<file path="config.mk">
export PLATFORM = sky130hd
export DESIGN_NAME = instr_sequencer_flat
export DESIGN_NICKNAME = d
export VERILOG_FILES = /design/src/rtl/instr_sequencer_if.sv /design/src/rtl/instr_sequencer.sv /design/src/flat_wrapper.sv
export SDC_FILE = /design/constraint.sdc
export NUM_CORES = 1
export LEC_CHECK = 0
export BUFFER_PORTS_ARGS = -buffer_cell sky130_fd_sc_hd__buf_2
export CORE_MARGIN = 1.5
export CORE_UTILIZATION = 40
export CTS_BUF_LIST = sky130_fd_sc_hd__clkbuf_2 sky130_fd_sc_hd__clkbuf_4 sky130_fd_sc_hd__clkbuf_8
export CTS_CLUSTER_DIAMETER = 30
export DETAILED_ROUTE_END_ITERATION = 7
export PLACE_DENSITY = 0.74
export SYNTH_ARGS = -nofsm -noshare
export SYNTH_HDL_FRONTEND = slang
export SYNTH_SLANG_ARGS = --single-unit
</file>
<file path="constraint.sdc">
create_clock -name clk -period 6.6 [get_ports clk]
set_clock_uncertainty 0.05 [all_clocks]
set_input_delay 0.99 -clock clk [delete_from_list [all_inputs] [get_ports clk]]
set_output_delay 0.99 -clock clk [all_outputs]
set_load 0.02 [all_outputs]
</file>
<file path="src/rtl/instr_sequencer_if.sv">
// Control/status bundle between the picoMIPS decoder side and the instruction sequencer.
interface instr_sequencer_if #(
  parameter int P_SIZE = 5,
  parameter int C_SIZE = 8
);
  logic              ctrlWrite;
  logic              ctrlBranch;
  logic              ctrlBranchZ;
  logic              ctrlMul;
  logic              ctrlWaitSw;
  logic              ctrlHalt;
  logic [P_SIZE-1:0] branchOffset;
  logic              aluZero;
  logic              mulDone;
  logic              switchIn;
  logic [P_SIZE-1:0] pcAddr;
  logic              writeEn;
  logic              mulStart;
  logic              waiting;
  logic              halted;
  logic              mulError;
  logic [C_SIZE-1:0] retired;

  modport master (
    output ctrlWrite, ctrlBranch, ctrlBranchZ, ctrlMul, ctrlWaitSw, ctrlHalt,
    output branchOffset, aluZero, mulDone, switchIn,
    input  pcAddr, writeEn, mulStart, waiting, halted, mulError, retired
  );

  modport slave (
    input  ctrlWrite, ctrlBranch, ctrlBranchZ, ctrlMul, ctrlWaitSw, ctrlHalt,
    input  branchOffset, aluZero, mulDone, switchIn,
    output pcAddr, writeEn, mulStart, waiting, halted, mulError, retired
  );
endinterface

</file>
<file path="src/rtl/instr_sequencer.sv">
// Multi-cycle picoMIPS sequencer: registered PC, relative branches on a latched zero flag,
// multiplier start/done handshake with timeout, and a press-and-release switch wait.
module instr_sequencer #(
  parameter int P_SIZE      = 5,
  parameter int C_SIZE      = 8,
  parameter int MUL_TIMEOUT = 15
) (
  input  logic             clk,
  input  logic             nReset,
  instr_sequencer_if.slave bus
);
  localparam logic [2:0] S_RUN  = 3'd0;
  localparam logic [2:0] S_MUL  = 3'd1;
  localparam logic [2:0] S_SWH  = 3'd2;
  localparam logic [2:0] S_SWL  = 3'd3;
  localparam logic [2:0] S_HALT = 3'd4;
  localparam int         TW     = $clog2(MUL_TIMEOUT + 1);

  logic [2:0]        r_state;
  logic [P_SIZE-1:0] r_pc;
  logic              r_zflag;
  logic              r_mul_start;
  logic              r_mul_err;
  logic [C_SIZE-1:0] r_retired;
  logic [1:0]        r_sw;
  logic [TW-1:0]     r_tmo;

  logic [2:0]        w_next_state;
  logic [P_SIZE-1:0] w_pc_next;
  logic [P_SIZE-1:0] w_pc_inc;
  logic              w_we;
  logic              w_retire;
  logic              w_start;
  logic              w_tmo_err;
  logic              w_taken;
  logic              w_sw_sync;

  assign w_pc_inc  = r_pc + 1'b1;
  assign w_sw_sync = r_sw[1];
  assign w_taken   = bus.ctrlBranch | (bus.ctrlBranchZ & r_zflag);

  always_comb begin
    w_next_state = r_state;
    w_pc_next    = r_pc;
    w_we         = 1'b0;
    w_retire     = 1'b0;
    w_start      = 1'b0;
    w_tmo_err    = 1'b0;
    case (r_state)
      S_RUN: begin
        if (bus.ctrlHalt) begin
          w_next_state = S_HALT;
        end else if (bus.ctrlMul) begin
          w_start      = 1'b1;
          w_next_state = S_MUL;
        end else if (bus.ctrlWaitSw) begin
          w_next_state = S_SWH;
        end else if (bus.ctrlBranch || bus.ctrlBranchZ) begin
          w_pc_next = w_taken ? (r_pc + bus.branchOffset) : w_pc_inc;
          w_retire  = 1'b1;
        end else begin
          w_we      = bus.ctrlWrite;
          w_pc_next = w_pc_inc;
          w_retire  = 1'b1;
        end
      end
      S_MUL: begin
        // completion beats the timeout when both land in the same cycle
        if (bus.mulDone) begin
          w_we         = bus.ctrlWrite;
          w_pc_next    = w_pc_inc;
          w_retire     = 1'b1;
          w_next_state = S_RUN;
        end else if (r_tmo == TW'(MUL_TIMEOUT - 1)) begin
          w_tmo_err    = 1'b1;
          w_next_state = S_HALT;
        end
      end
      S_SWH: begin
        if (w_sw_sync) w_next_state = S_SWL;
      end
      S_SWL: begin
        if (!w_sw_sync) begin
          w_we         = bus.ctrlWrite;
          w_pc_next    = w_pc_inc;
          w_retire     = 1'b1;
          w_next_state = S_RUN;
        end
      end
      S_HALT:  w_next_state = S_HALT;
      default: w_next_state = S_HALT;
    endcase
  end

  always_ff @(posedge clk or negedge nReset) begin
    if (!nReset) begin
      r_state     <= S_RUN;
      r_pc        <= '0;
      r_zflag     <= 1'b0;
      r_mul_start <= 1'b0;
      r_mul_err   <= 1'b0;
      r_retired   <= '0;
      r_sw        <= 2'b00;
      r_tmo       <= '0;
    end else begin
      r_state     <= w_next_state;
      r_pc        <= w_pc_next;
      r_mul_start <= w_start;
      r_sw        <= {r_sw[0], bus.switchIn};
      if (w_we) r_zflag <= bus.aluZero;
      if (w_start) r_tmo <= '0;
      else if (r_state == S_MUL && !bus.mulDone) r_tmo <= r_tmo + 1'b1;
      if (w_tmo_err) r_mul_err <= 1'b1;
      if (w_retire && (r_retired != {C_SIZE{1'b1}})) r_retired <= r_retired + 1'b1;
    end
  end

  assign bus.pcAddr   = r_pc;
  assign bus.writeEn  = w_we & nReset;
  assign bus.mulStart = r_mul_start;
  assign bus.waiting  = (r_state == S_MUL) || (r_state == S_SWH) || (r_state == S_SWL);
  assign bus.halted   = (r_state == S_HALT);
  assign bus.mulError = r_mul_err;
  assign bus.retired  = r_retired;
endmodule

</file>
<file path="src/flat_wrapper.sv">
// flat-port wrapper written by rule: the top's interface ports become plain ports
module instr_sequencer_flat 
#(
  parameter int P_SIZE      = 5,
  parameter int C_SIZE      = 8,
  parameter int MUL_TIMEOUT = 15
)
  (clk, nReset, bus_ctrlWrite, bus_ctrlBranch, bus_ctrlBranchZ, bus_ctrlMul, bus_ctrlWaitSw, bus_ctrlHalt, bus_branchOffset, bus_aluZero, bus_mulDone, bus_switchIn, bus_pcAddr, bus_writeEn, bus_mulStart, bus_waiting, bus_halted, bus_mulError, bus_retired);
  instr_sequencer_if #(.P_SIZE(P_SIZE), .C_SIZE(C_SIZE)) bus_i ();
  input  logic clk;
  input  logic nReset;
  input wire logic [$bits(bus_i.ctrlWrite)-1:0] bus_ctrlWrite;
  input wire logic [$bits(bus_i.ctrlBranch)-1:0] bus_ctrlBranch;
  input wire logic [$bits(bus_i.ctrlBranchZ)-1:0] bus_ctrlBranchZ;
  input wire logic [$bits(bus_i.ctrlMul)-1:0] bus_ctrlMul;
  input wire logic [$bits(bus_i.ctrlWaitSw)-1:0] bus_ctrlWaitSw;
  input wire logic [$bits(bus_i.ctrlHalt)-1:0] bus_ctrlHalt;
  input wire logic [$bits(bus_i.branchOffset)-1:0] bus_branchOffset;
  input wire logic [$bits(bus_i.aluZero)-1:0] bus_aluZero;
  input wire logic [$bits(bus_i.mulDone)-1:0] bus_mulDone;
  input wire logic [$bits(bus_i.switchIn)-1:0] bus_switchIn;
  output wire logic [$bits(bus_i.pcAddr)-1:0] bus_pcAddr;
  output wire logic [$bits(bus_i.writeEn)-1:0] bus_writeEn;
  output wire logic [$bits(bus_i.mulStart)-1:0] bus_mulStart;
  output wire logic [$bits(bus_i.waiting)-1:0] bus_waiting;
  output wire logic [$bits(bus_i.halted)-1:0] bus_halted;
  output wire logic [$bits(bus_i.mulError)-1:0] bus_mulError;
  output wire logic [$bits(bus_i.retired)-1:0] bus_retired;
  assign bus_i.ctrlWrite = bus_ctrlWrite;
  assign bus_i.ctrlBranch = bus_ctrlBranch;
  assign bus_i.ctrlBranchZ = bus_ctrlBranchZ;
  assign bus_i.ctrlMul = bus_ctrlMul;
  assign bus_i.ctrlWaitSw = bus_ctrlWaitSw;
  assign bus_i.ctrlHalt = bus_ctrlHalt;
  assign bus_i.branchOffset = bus_branchOffset;
  assign bus_i.aluZero = bus_aluZero;
  assign bus_i.mulDone = bus_mulDone;
  assign bus_i.switchIn = bus_switchIn;
  assign bus_pcAddr = bus_i.pcAddr;
  assign bus_writeEn = bus_i.writeEn;
  assign bus_mulStart = bus_i.mulStart;
  assign bus_waiting = bus_i.waiting;
  assign bus_halted = bus_i.halted;
  assign bus_mulError = bus_i.mulError;
  assign bus_retired = bus_i.retired;
  instr_sequencer #(.P_SIZE(P_SIZE), .C_SIZE(C_SIZE), .MUL_TIMEOUT(MUL_TIMEOUT)) u_core (.clk(clk), .nReset(nReset), .bus(bus_i));
endmodule
</file>
; ---- After elaboration in Yosys (flattened, before gate mapping)
; Index checks and enable logic that the tools add are counted.
[word_totals]
reg_bits = 25
input_bits = 16
out_inout_bits = 18
wordCells = 77
[classes]
addsub = 4
eq_ne = 14
mux = 37
bitwise_logic = 3
n_reduce_logical = 11
[op_table]
columns = operator, count
row1 = 2-to-1 mux 5 bit, 7
row2 = 2-to-1 mux 3 bit, 7
row3 = 2-to-1 mux 1 bit, 17
row4 = case mux 5 bit (3 select lines), 1
row5 = case mux 3 bit (4 select lines), 1
row6 = "!= test 2 bit, second input constant", 5
row7 = "adder 8 x 1 -> 8 bit, second input constant", 1
row8 = 2-to-1 mux 4 bit, 2
row9 = "!= test 8 bit, second input constant", 1
row10 = "equality test 3 x 2 -> 1 bit, second input constant", 2
row11 = case mux 1 bit (3 select lines), 2
row12 = AND reduction 6 bit, 1
row13 = "adder 5 x 1 -> 5 bit, second input constant", 1
row14 = adder 5 bit, 1
row15 = "adder 4 x 1 -> 4 bit, second input constant", 1
row16 = "equality test 4 bit, second input constant", 1
row17 = "!= test 4 bit, second input constant", 1
row18 = AND reduction 4 bit, 1
row19 = "equality test 3 x 1 -> 1 bit, second input constant", 1
row20 = "equality test 3 bit, second input constant", 1
row21 = zero test 3 bit, 1
row22 = logical OR 1 bit, 3
row23 = "!= test 3 x 2 -> 1 bit, second input constant", 1
row24 = nonzero test 3 bit, 1
row25 = 6 further kinds, 8

; ---- Longest topological paths before layout
; Gate-level depths: netlist (run 1).
[depth]
depth_word = 8
mapped_depth = 8

; ---- Least setup slack after synthesis (run 1)
; No wires, ideal clock.
[synth_path]
path_type = input to output
start = input bus_ctrlMul
end = output bus_writeEn
arrival_time_ns = 2.256
setup_slack_ns = 3.304
path_stages = 4
path_cell_list = or4_4 > o31a_1 > nor4b_2 > and2_2
[synth_between]
elab_chain_cells = 4
[synth_lines]
columns = element, line_no
row1 = from (decl), flat_wrapper.sv:15  ; input wire logic [$bits(bus_i.ctrlMul)-1:0] bus_ctrlMul;
row2 = 2-to-1 mux 1 bit, instr_sequencer.sv:53  ; end else if (bus.ctrlMul) begin
row3 = 2-to-1 mux 1 bit, instr_sequencer.sv:51  ; if (bus.ctrlHalt) begin
row4 = case mux 1 bit (3 select lines), instr_sequencer.sv:49  ; case (r_state)
row5 = AND 1 bit, instr_sequencer.sv:119  ; assign bus.writeEn = w_we & nReset;
row6 = to (decl), flat_wrapper.sv:23  ; output wire logic [$bits(bus_i.writeEn)-1:0] bus_writeEn;
; No other way between the ends.

; ---- Final worst setup path (run 1)
[layout_path]
start = register u_core.r_state[2]
end = output bus_writeEn
[layout_between]
elab_chain_cells = 3
word_cells_on_any_way = 5
[layout_lines]
columns = element, line_no
row1 = from (decl), instr_sequencer.sv:19  ; logic [2:0] r_state;
row2 = from (signal assigned), instr_sequencer.sv:106  ; r_state <= w_next_state;
row3 = equality test 3 x 2 -> 1 bit (tied with other cells), instr_sequencer.sv:49
row4 = case mux 1 bit (3 select lines) (*), instr_sequencer.sv:49
row5 = AND 1 bit (*), instr_sequencer.sv:119
; Mark *: on every way between the ends. The rest lies on a longest branch, timed or not.

==> impl_metrics.env, run 1 <==
export IMPL_dr_pass1_iters=4
export IMPL_swShare_pct=34.0
export IMPL_syn_inst=137
export IMPL_worstHoldPathType="flop to flop"
export IMPL_ys_seq_elements=25
export IMPL_seq_area_frac_synth_pct=44.6
export IMPL_ys_warn_count=0
export IMPL_grt_usage_pct=15.9
export IMPL_dieArea_mm2=0.00387
export IMPL_cts_sinks=25
export IMPL_clk_pin_slew_worst_paths_ns=0.14
export IMPL_num_io_pins=34
export IMPL_maxCapViolations=0
export IMPL_rows=21
export IMPL_grt_pass1_wl_um=5120
export IMPL_async_flop_share_pct=100
export IMPL_comb_power_share_pct=27.2
export IMPL_grt_pass1_vias=1192
export IMPL_finalPower_w=0.000353
export IMPL_p_switching_w=0.000120
export IMPL_start_kind="flop"
export IMPL_cts_tree="done"
export IMPL_layout_nets=197
export IMPL_numPortBuffers=33
export IMPL_hold_viol_final=0
export IMPL_final_cell_mix="33 x buf_2, 25 x dfrtp_1, 15 x nor2_1, 9 x a21oi_1, 8 x ha_1"
export IMPL_cts_hold_buf=0
export IMPL_clkLatencyLatePin_ns=0.31
export IMPL_synth_flop_cell="dfrtp_1"
export IMPL_core_area_mm2=0.00336
export IMPL_internal_power_w=0.000233
export IMPL_hold_ws_ns=0.315
export IMPL_syn2layout_area_growth_pct=16.9
export IMPL_rsz0062_at_grt="false"
export IMPL_final_common_cell="buf_2"
export IMPL_worst_ep_required_time_ns=5.56
export IMPL_relSlewSlack_pct=44.0
export IMPL_diodes=0
export IMPL_wl_per_cell_um=13.4
export IMPL_worst_pin_slew_ns=0.833
export IMPL_cts_setup_buffers=0
export IMPL_drt_initial_drc_count=30
export IMPL_arrival_ns=2.54
export IMPL_clkPwrFrac_pct=19.8
export IMPL_synth_edf_count=0
export IMPL_status="finished, final reports clean"
export IMPL_seqPwrFrac_pct=53.0
export IMPL_crit_type="flop to primary output"
export IMPL_vias=1147
export IMPL_syn_nets=162
export IMPL_die_x_um=62.2
export IMPL_drive_gt1_share_pct=27.5
export IMPL_grt_antenna_before_repair=0
export IMPL_worstPathMaxFanout=8
export IMPL_fin_crit_sh_pct=54.3
export IMPL_grt_ovfl_total=0
export IMPL_ys_types=39
export IMPL_setup_violations=0
export IMPL_final_antenna_net_count=0
export IMPL_hpwl_um=2270
export IMPL_critPathCaptureType="primary output"
export IMPL_power_density_mw_per_mm2=215
export IMPL_route_detailed_drc=0
export IMPL_maxSlewViolCount=0
export IMPL_cts_buffers=3
export IMPL_start_util_pct=41.7
export IMPL_die_y_um=62.2
export IMPL_gp_congestion=0.806
export IMPL_synth_cell_area_mm2=0.00140
export IMPL_cts_root_buf="clkbuf_4"
export IMPL_cts_htree_levels=1
export IMPL_via_per_inst=5.29
export IMPL_avgSynthCellArea_um2=10.2
export IMPL_clock_path_buffers=2
export IMPL_grt_max_degree=27
export IMPL_ir_worst_vdd_uv=107
export IMPL_cts_resized_gates=0
export IMPL_max_freq_ghz=0.279
export IMPL_final_setup_tns_ns=0
export IMPL_period_needed_ns=3.58
export IMPL_drt_wl_total_um=2910
export IMPL_p_leak_nw=0.821
==> worst max-delay path: stages (launching register included) <==
cell     delay (ns)
dfrtp_1        0.48
or3_1          0.44
or4_4          0.46
o31a_1         0.26
nor4b_2        0.25
and2_2         0.18
buf_2          0.15
==> logic make-up (layout without fill, tap and decap cells) <==
logic type	Yosys count	after routing	synth area share (%)
multiplexers	4	4	3.12
AND/OR/NAND/NOR	55	55	21.7
XOR/XNOR	12	12	7.49
flip-flops	25	25	44.6
AO/OA/AOI/OAI	24	24	12.2
adder cells (fa/ha/maj)	9	9	8.56
buffers and inverters	8	42	2.41
==> synthesized netlist by cell type, drive strengths merged, types with 4 or more instances <==
cell,instances,area share [%]
xor2,5,3.1
inv,5,1.3
a21oi,9,3.2
nand3,5,1.8
nand4,5,2.2
and2,5,2.4
ha,8,7.1
nor2,15,4.0
dfrtp,25,45
nand2,7,1.9
xnor2,7,4.4
a21o,4,2.2
==> power by group through the flow <==
| stage | registers, W | logic (W) | clock network (W) |
|---|---|---|---|
| 3_3_place_gp | 0.000188 | 0.0000902 | 0 |
| 4_1_cts | 0.000187 | 0.0000974 | 0.0000747 |
| 6_report | 0.000187 | 0.0000960 | 0.0000698 |
| 2_1_floorplan | 0.000202 | 0.0000477 | 0 |
| 5_1_grt | 0.000190 | 0.000107 | 0.0000800 |
| 3_5_place_dp | 0.000190 | 0.0000969 | 0 |
==> through the flow <==
stage / area [µm²] / instances / util [%] / setup slack [ns]
2_1_floorplan: 1400 / 137 / - / 3.30
3_5_place_dp: 1610 / 213 / 47.9 / 3.02
6_report: 1640 / 217 / 48.8 / 3.02
5_1_grt: 1640 / 217 / 48.8 / 2.85
3_3_place_gp: 1610 / 213 / 47.9 / 3.05
4_1_cts: 1640 / 217 / 48.8 / 2.97
==> flip-flops by register name (all words and copies together) (netlist names) <==
name                 count
u_core.bus.retired       8
u_core.bus.pcAddr        5
u_core.r_tmo             4
u_core.r_state           3
u_core.r_sw              2
u_core.bus.mulError      1
u_core.bus.mulStart      1
u_core.r_zflag           1
==> final cells by class <==
type                            count  area (µm²)
Clock inverter                      1        7.51
Inverter                            5        18.8
Fill cell                         362        1720
Timing Repair Buffer               33         165
Multi-Input combinational cell    104         744
Sequential cell                    25         626
Clock buffer                        3        22.5
Tap cell                           46        57.6
==> worst paths after layout <==
kind	start	endpoint	cells past startpoint	slack, ns
worst min register to register	u_core.r_sw[0]$_DFF_PN0_	u_core.r_sw[1]$_DFF_PN0_	0	0.32
max in group asynchronous	nReset	u_core.bus.retired[0]$_DFFE_PN0P_	1	5.54
worst min-delay path	u_core.r_sw[0]$_DFF_PN0_	u_core.r_sw[1]$_DFF_PN0_	0	0.32
worst max-delay path	u_core.r_state[2]$_DFFE_PN0P_	bus_writeEn	6	3.02
worst max register to register	u_core.r_state[2]$_DFFE_PN0P_	u_core.r_zflag$_DFFE_PN0P_	5	4.19
min in group asynchronous	nReset	u_core.r_sw[0]$_DFF_PN0_	1	0.59
==> metal layers <==
metal / track usage [%] / vias to the layer above / wire, µm
met2: 28.7 / 32 / 1540
met4: 4.17 / 0 / 0
met1: 20.0 / 558 / 1210
met3: 2.36 / 0 / 148
li1: - / 557 / -
met5: 0 / - / 0
No activity file was read; power rests on OpenSTA's default activity.
==> inputs of run 2 (changes only) <==
PLACE_DENSITY = 0.76   (was 0.74)
clock period = 2.9 ns   (was 6.6 ns; I/O delays follow)
==> run 2 against run 1 <==
Against the previous run: via count increased by 1.9%; global-route usage grew 0.25 points; sequential power increased by 130%; count of clock-buffer cells in the layout unchanged; critical path depth stayed put; register-to-register slack worse by 4.1 ns; clock power rose by 120%; sequential share of layout area is 2.3 points lower; die area unchanged; critical path type unchanged.
==> impl_metrics.env, run 2 (synthesis gave the netlist of run 1 again) <==
export IMPL_reg2reg_to="u_core.r_zflag$_DFFE_PN0P_"
export IMPL_dr_pass1_iters=4
export IMPL_grt_pass1_vias=1158
export IMPL_grt_pass1_wl_um=5030
export IMPL_cts_tree="done"
export IMPL_slowest_delay_ns=0.44
export IMPL_clock_path_buffers=2
export IMPL_final_common_cell="buf_2"
export IMPL_grt_antenna_before_repair=0
export IMPL_use_met2_pct=28.4
export IMPL_status="finished, final reports clean"
export IMPL_cpMaxStageDelayCell="or4_4"
export IMPL_start_util_pct=41.7
export IMPL_grt_use_met1_pct=20.2
export IMPL_crit_type="flop to primary output"
export IMPL_num_io_pins=34
export IMPL_clk_pin_slew_worst_paths_ns=0.13
export IMPL_relSlewSlack_pct=51.3
export IMPL_drt_wl_total_um=2820
export IMPL_hpwl_um=2060
export IMPL_wl_per_cell_um=12.3
export IMPL_syn2layout_area_growth_pct=24.7
export IMPL_rsz0062_at_grt="true"
export IMPL_worst_pin_slew_ns=0.729
export IMPL_max_freq_ghz=0.345
export IMPL_ir_worst_vdd_uv=228
export IMPL_clkLatencyLatePin_ns=0.32
export IMPL_fin_crit_sh_pct=99.9
export IMPL_route_detailed_drc=0
export IMPL_maxCapViolations=0
export IMPL_power_density_mw_per_mm2=453
export IMPL_grt_ovfl_total=0
export IMPL_worstPathMaxFanout=3
export IMPL_numPortBuffers=33
export IMPL_final_setup_tns_ns=0
export IMPL_cts_hold_buf=0
export IMPL_cts_sinks=25
export IMPL_largest_register_ffs=8
export IMPL_drive_gt1_share_pct=34.4
export IMPL_rows=21
export IMPL_vias=1169
export IMPL_critPathCaptureType="primary output"
export IMPL_setup_violations=0
export IMPL_r2r_setup_slack_ns=0.12
export IMPL_grt_usage_pct=16.2
export IMPL_die_x_um=62.2
export IMPL_period_needed_ns=2.90
export IMPL_core_area_mm2=0.00336
export IMPL_p_leak_nw=0.890
export IMPL_diodes=0
export IMPL_start_kind="flop"
export IMPL_final_antenna_net_count=0
export IMPL_dieArea_mm2=0.00387
export IMPL_drt_initial_drc_count=21
export IMPL_grt_max_degree=27
export IMPL_via_per_inst=5.10
export IMPL_layout_nets=209
export IMPL_rr_startpoint="u_core.r_state[2]$_DFFE_PN0P_"
export IMPL_cts_root_buf="clkbuf_4"
export IMPL_grt_most_used_layer="met2"
export IMPL_cts_buffers=3
export IMPL_worst_ep_required_time_ns=2.41
export IMPL_maxSlewViolCount=0
export IMPL_final_cell_mix="32 x buf_2, 24 x dfrtp_1, 15 x nor2_1, 12 x buf_4, 9 x a21oi_1"
export IMPL_gp_congestion=0.844
export IMPL_path_cells="or3_4 > or4_4 > o31a_1 > nor4b_2 > and2_4 > buf_6"
export IMPL_hold_ws_ns=0.0282
export IMPL_cts_htree_levels=1
export IMPL_met3_usage_pct=2.90
export IMPL_die_y_um=62.2
export IMPL_arrival_ns=2.41
export IMPL_rr_worst_depth=10
export IMPL_hold_viol_final=0
export IMPL_worstHoldPathType="primary input to async pin"
[run 2: power breakdown]
part           internal, W  switching, W  total (W)
Combinational    0.0000938      0.000119   0.000213
Clock            0.0000517      0.000105   0.000156
Sequential        0.000383     0.0000419   0.000424
[run 2: worst max-delay path by stage]
stage / to / cells past startpoint / startpoint
after floorplan: bus_writeEn / 5 / u_core.r_state[2]$_DFFE_PN0P_
after global placement: bus_writeEn / 6 / u_core.r_state[0]$_DFFE_PN0P_
after detailed placement: bus_writeEn / 6 / u_core.r_state[0]$_DFFE_PN0P_
after CTS: bus_writeEn / 6 / u_core.r_state[2]$_DFFE_PN0P_
after global routing: bus_writeEn / 6 / u_core.r_state[2]$_DFFE_PN0P_
final: bus_writeEn / 6 / u_core.r_state[2]$_DFFE_PN0P_
[run 2: area by class of cell]
| type | count | area, µm² |
|---|---|---|
| flip-flops and latches | 25 | 627 |
| fillers | 333 | 1610 |
| clock inverters | 1 | 5.00 |
| clock buffers | 3 | 22.5 |
| inverters | 5 | 18.8 |
| repair buffers | 45 | 262 |
| well taps | 46 | 57.6 |
| multi-input cells | 104 | 758 |
[run 2: metrics by stage]
step	worst slack (ns)	cells	util [%]	power, W	area [µm²]
global placement	0.288	216	48.6	0.000641	1630
finish	0.00153	229	52.0	0.000793	1750
CTS	-0.0559	229	51.8	0.000807	1740
floorplan	0.424	137	-	0.000567	1400
detailed placement	0.261	216	48.6	0.000649	1630
global route	-0.0826	229	52.0	0.000857	1750
[run 2: layer usage]
layer	routed length, µm	part of all wire (%)
met1	1290	46
met2	1430	51
met3	74	2.6
met4	27	0.96
met5	0	0
[run 2: timing repair]
| item | CTS | global route |
|---|---|---|
| setup endpoints to repair | 1 | 2 |
| buffers inserted | 9 | 1 |
| pin swaps | 1 | 1 |
| gates resized for setup | 5 | 2 |
[run 2: worst max-delay path: cells and delay by family, from the launching register on]
kind,cells,cell delay (ns)
flops,1,0.41
simple gates,4,1.33
buf+inv,1,0.11
compound gates,1,0.26
==> inputs of run 3 (changes only) <==
==> constraint.sdc (replaced) <==
create_clock -name clk -period 2.9 [get_ports clk]
set_clock_uncertainty 0.05 [all_clocks]
set_input_delay 0.145 -clock clk [delete_from_list [all_inputs] [get_ports clk]]
set_output_delay 0.145 -clock clk [all_outputs]
set_load 0.02 [all_outputs]
==> run 3 against run 2 <==
Against the previous run: die area stayed put; via count decreased by 3.7%; routed wire length fell by 3.0%; sequential power about the same; critical path depth did not move; count of clock-buffer cells in the layout did not move; combinational power about the same.
==> impl_metrics.env, run 3 (synthesis gave the netlist of run 1 again) <==
export IMPL_status="finished, final reports clean"
export IMPL_grt_max_degree=27
export IMPL_placed_area_mm2=0.00162
export IMPL_die_x_um=62.2
export IMPL_reg2reg_to="u_core.r_zflag$_DFFE_PN0P_"
export IMPL_max_freq_ghz=0.365
export IMPL_rr_startpoint="u_core.r_state[2]$_DFFE_PN0P_"
export IMPL_worst_pin_slew_ns=0.698
export IMPL_dr_pass1_iters=4
export IMPL_worstPathMaxFanout=8
export IMPL_syn2layout_area_growth_pct=19.4
export IMPL_hold_ws_ns=0.0801
export IMPL_period_needed_ns=2.74
export IMPL_cts_buffers=3
export IMPL_whs_path_depth=2
export IMPL_layout_nets=201
export IMPL_clkLatencyLatePin_ns=0.31
export IMPL_final_common_cell="buf_2"
export IMPL_maxCapViolations=0
export IMPL_post_place_ws_ns=0.509
export IMPL_drt_initial_drc_count=23
export IMPL_fin_area_mm2=0.00168
export IMPL_ir_worst_vdd_uv=227
export IMPL_path_cells="or3_1 > or4_4 > o31a_1 > nor4b_2 > and2_2 > buf_2"
export IMPL_clk_pin_slew_worst_paths_ns=0.13
export IMPL_hpwl_um=2090
export IMPL_critPathCaptureType="primary output"
export IMPL_grt_pass1_vias=1118
export IMPL_cts_sinks=25
export IMPL_finalPower_w=0.000792
export IMPL_grt_ovfl_total=0
export IMPL_die_y_um=62.2
export IMPL_final_antenna_net_count=0
export IMPL_rows=21
export IMPL_hold_viol_final=0
export IMPL_cts_hold_buf=3
export IMPL_cts_root_buf="clkbuf_4"
export IMPL_crit_type="flop to primary output"
export IMPL_drt_wl_total_um=2740
export IMPL_largest_register_ffs=8
export IMPL_power_density_mw_per_mm2=472
export IMPL_worstHoldStart="bus_ctrlHalt"
export IMPL_rsz0062_at_grt="false"
export IMPL_r2r_setup_slack_ns=0.49
export IMPL_worst_ep_required_time_ns=2.71
export IMPL_start_kind="flop"
export IMPL_cts_setup_buffers=0
export IMPL_relSlewSlack_pct=53.4
export IMPL_gp_congestion=0.850
export IMPL_via_per_inst=5.10
export IMPL_grt_usage_pct=15.3
export IMPL_setup_violations=0
export IMPL_fin_crit_sh_pct=94.4
export IMPL_dieArea_mm2=0.00387
export IMPL_clock_path_buffers=2
export IMPL_diodes=0
export IMPL_setup_ws_ns=0.162
export IMPL_final_setup_tns_ns=0
export IMPL_grt_pass1_wl_um=4820
export IMPL_route_detailed_drc=0
export IMPL_final_cell_mix="33 x buf_2, 25 x dfrtp_1, 15 x nor2_1, 9 x a21oi_1, 8 x ha_1"
export IMPL_vias=1126
export IMPL_cts_htree_levels=1
export IMPL_cts_tree="done"
export IMPL_num_io_pins=34
export IMPL_core_area_mm2=0.00336
export IMPL_maxSlewViolCount=0
export IMPL_arrival_ns=2.54
export IMPL_worstHoldPathType="primary input to flop"
export IMPL_drive_gt1_share_pct=27.4
export IMPL_grt_antenna_before_repair=0
export IMPL_rr_worst_depth=5
export IMPL_p_leak_nw=0.843
export IMPL_cts_resized_gates=0
export IMPL_cpMaxStageDelayCell="dfrtp_1"
export IMPL_hold_path_endpoint="u_core.bus.mulStart$_DFF_PN0_"
export IMPL_slowest_delay_ns=0.47
export IMPL_numPortBuffers=33
export IMPL_start_util_pct=41.7
export IMPL_wl_per_cell_um=12.4
run 3: cell types whose count changed in the layout (fill, tap and decap cells not counted), sizes merged:
cell	delta
buf	-11
dlygate4sd3	+3
run 3: power by group:
group          total [W]  switching [W]  internal [W]
registers       0.000425      0.0000421      0.000383
clock network   0.000153       0.000102     0.0000516
logic           0.000214       0.000119     0.0000957
run 3: worst max path at each step:
| stage | slack (ns) | cells after the start | from | to |
|---|---|---|---|---|
| CTS | 0.14 | 6 | u_core.r_state[2]$_DFFE_PN0P_ | bus_writeEn |
| finish | 0.16 | 6 | u_core.r_state[2]$_DFFE_PN0P_ | bus_writeEn |
| detailed placement | 0.51 | 5 | u_core.r_state[2]$_DFFE_PN0P_ | u_core.r_zflag$_DFFE_PN0P_ |
| global route | 0.04 | 6 | u_core.r_state[2]$_DFFE_PN0P_ | bus_writeEn |
| floorplan | 0.62 | 5 | u_core.r_state[2]$_DFFE_PN0P_ | u_core.r_zflag$_DFFE_PN0P_ |
| global placement | 0.53 | 6 | u_core.r_state[2]$_DFFE_PN0P_ | bus_writeEn |
run 3: critical path: cells and delay by family (launching register included):
family | cells | cell delay, ns
flops | 1 | 0.47
compound gates | 1 | 0.26
buf+inv | 1 | 0.15
simple gates | 4 | 1.34
run 3: stage by stage:
stage | std cells | util [%]
6_report | 221 | 49.9
5_1_grt | 221 | 49.9
4_1_cts | 221 | 49.9
3_5_place_dp | 214 | 48.1
3_3_place_gp | 214 | 48.1
2_1_floorplan | 137 | -
run 3: cell type report:
cell class	instances	area, µm²
Multi-Input combinational cell	104	744
Tap cell	46	57.6
Fill cell	350	1690
Clock buffer	3	22.5
Inverter	5	18.8
Clock inverter	1	5.00
Timing Repair Buffer	37	203
Sequential cell	25	626
run 3: routing by layer:
layer	vias to the layer above	wire length (µm)	GRT usage (%)
met3	6	112	3.80
met2	29	1350	26.2
met4	0	40	5.28
met1	528	1230	18.9
met5	-	0	0
li1	563	-	-
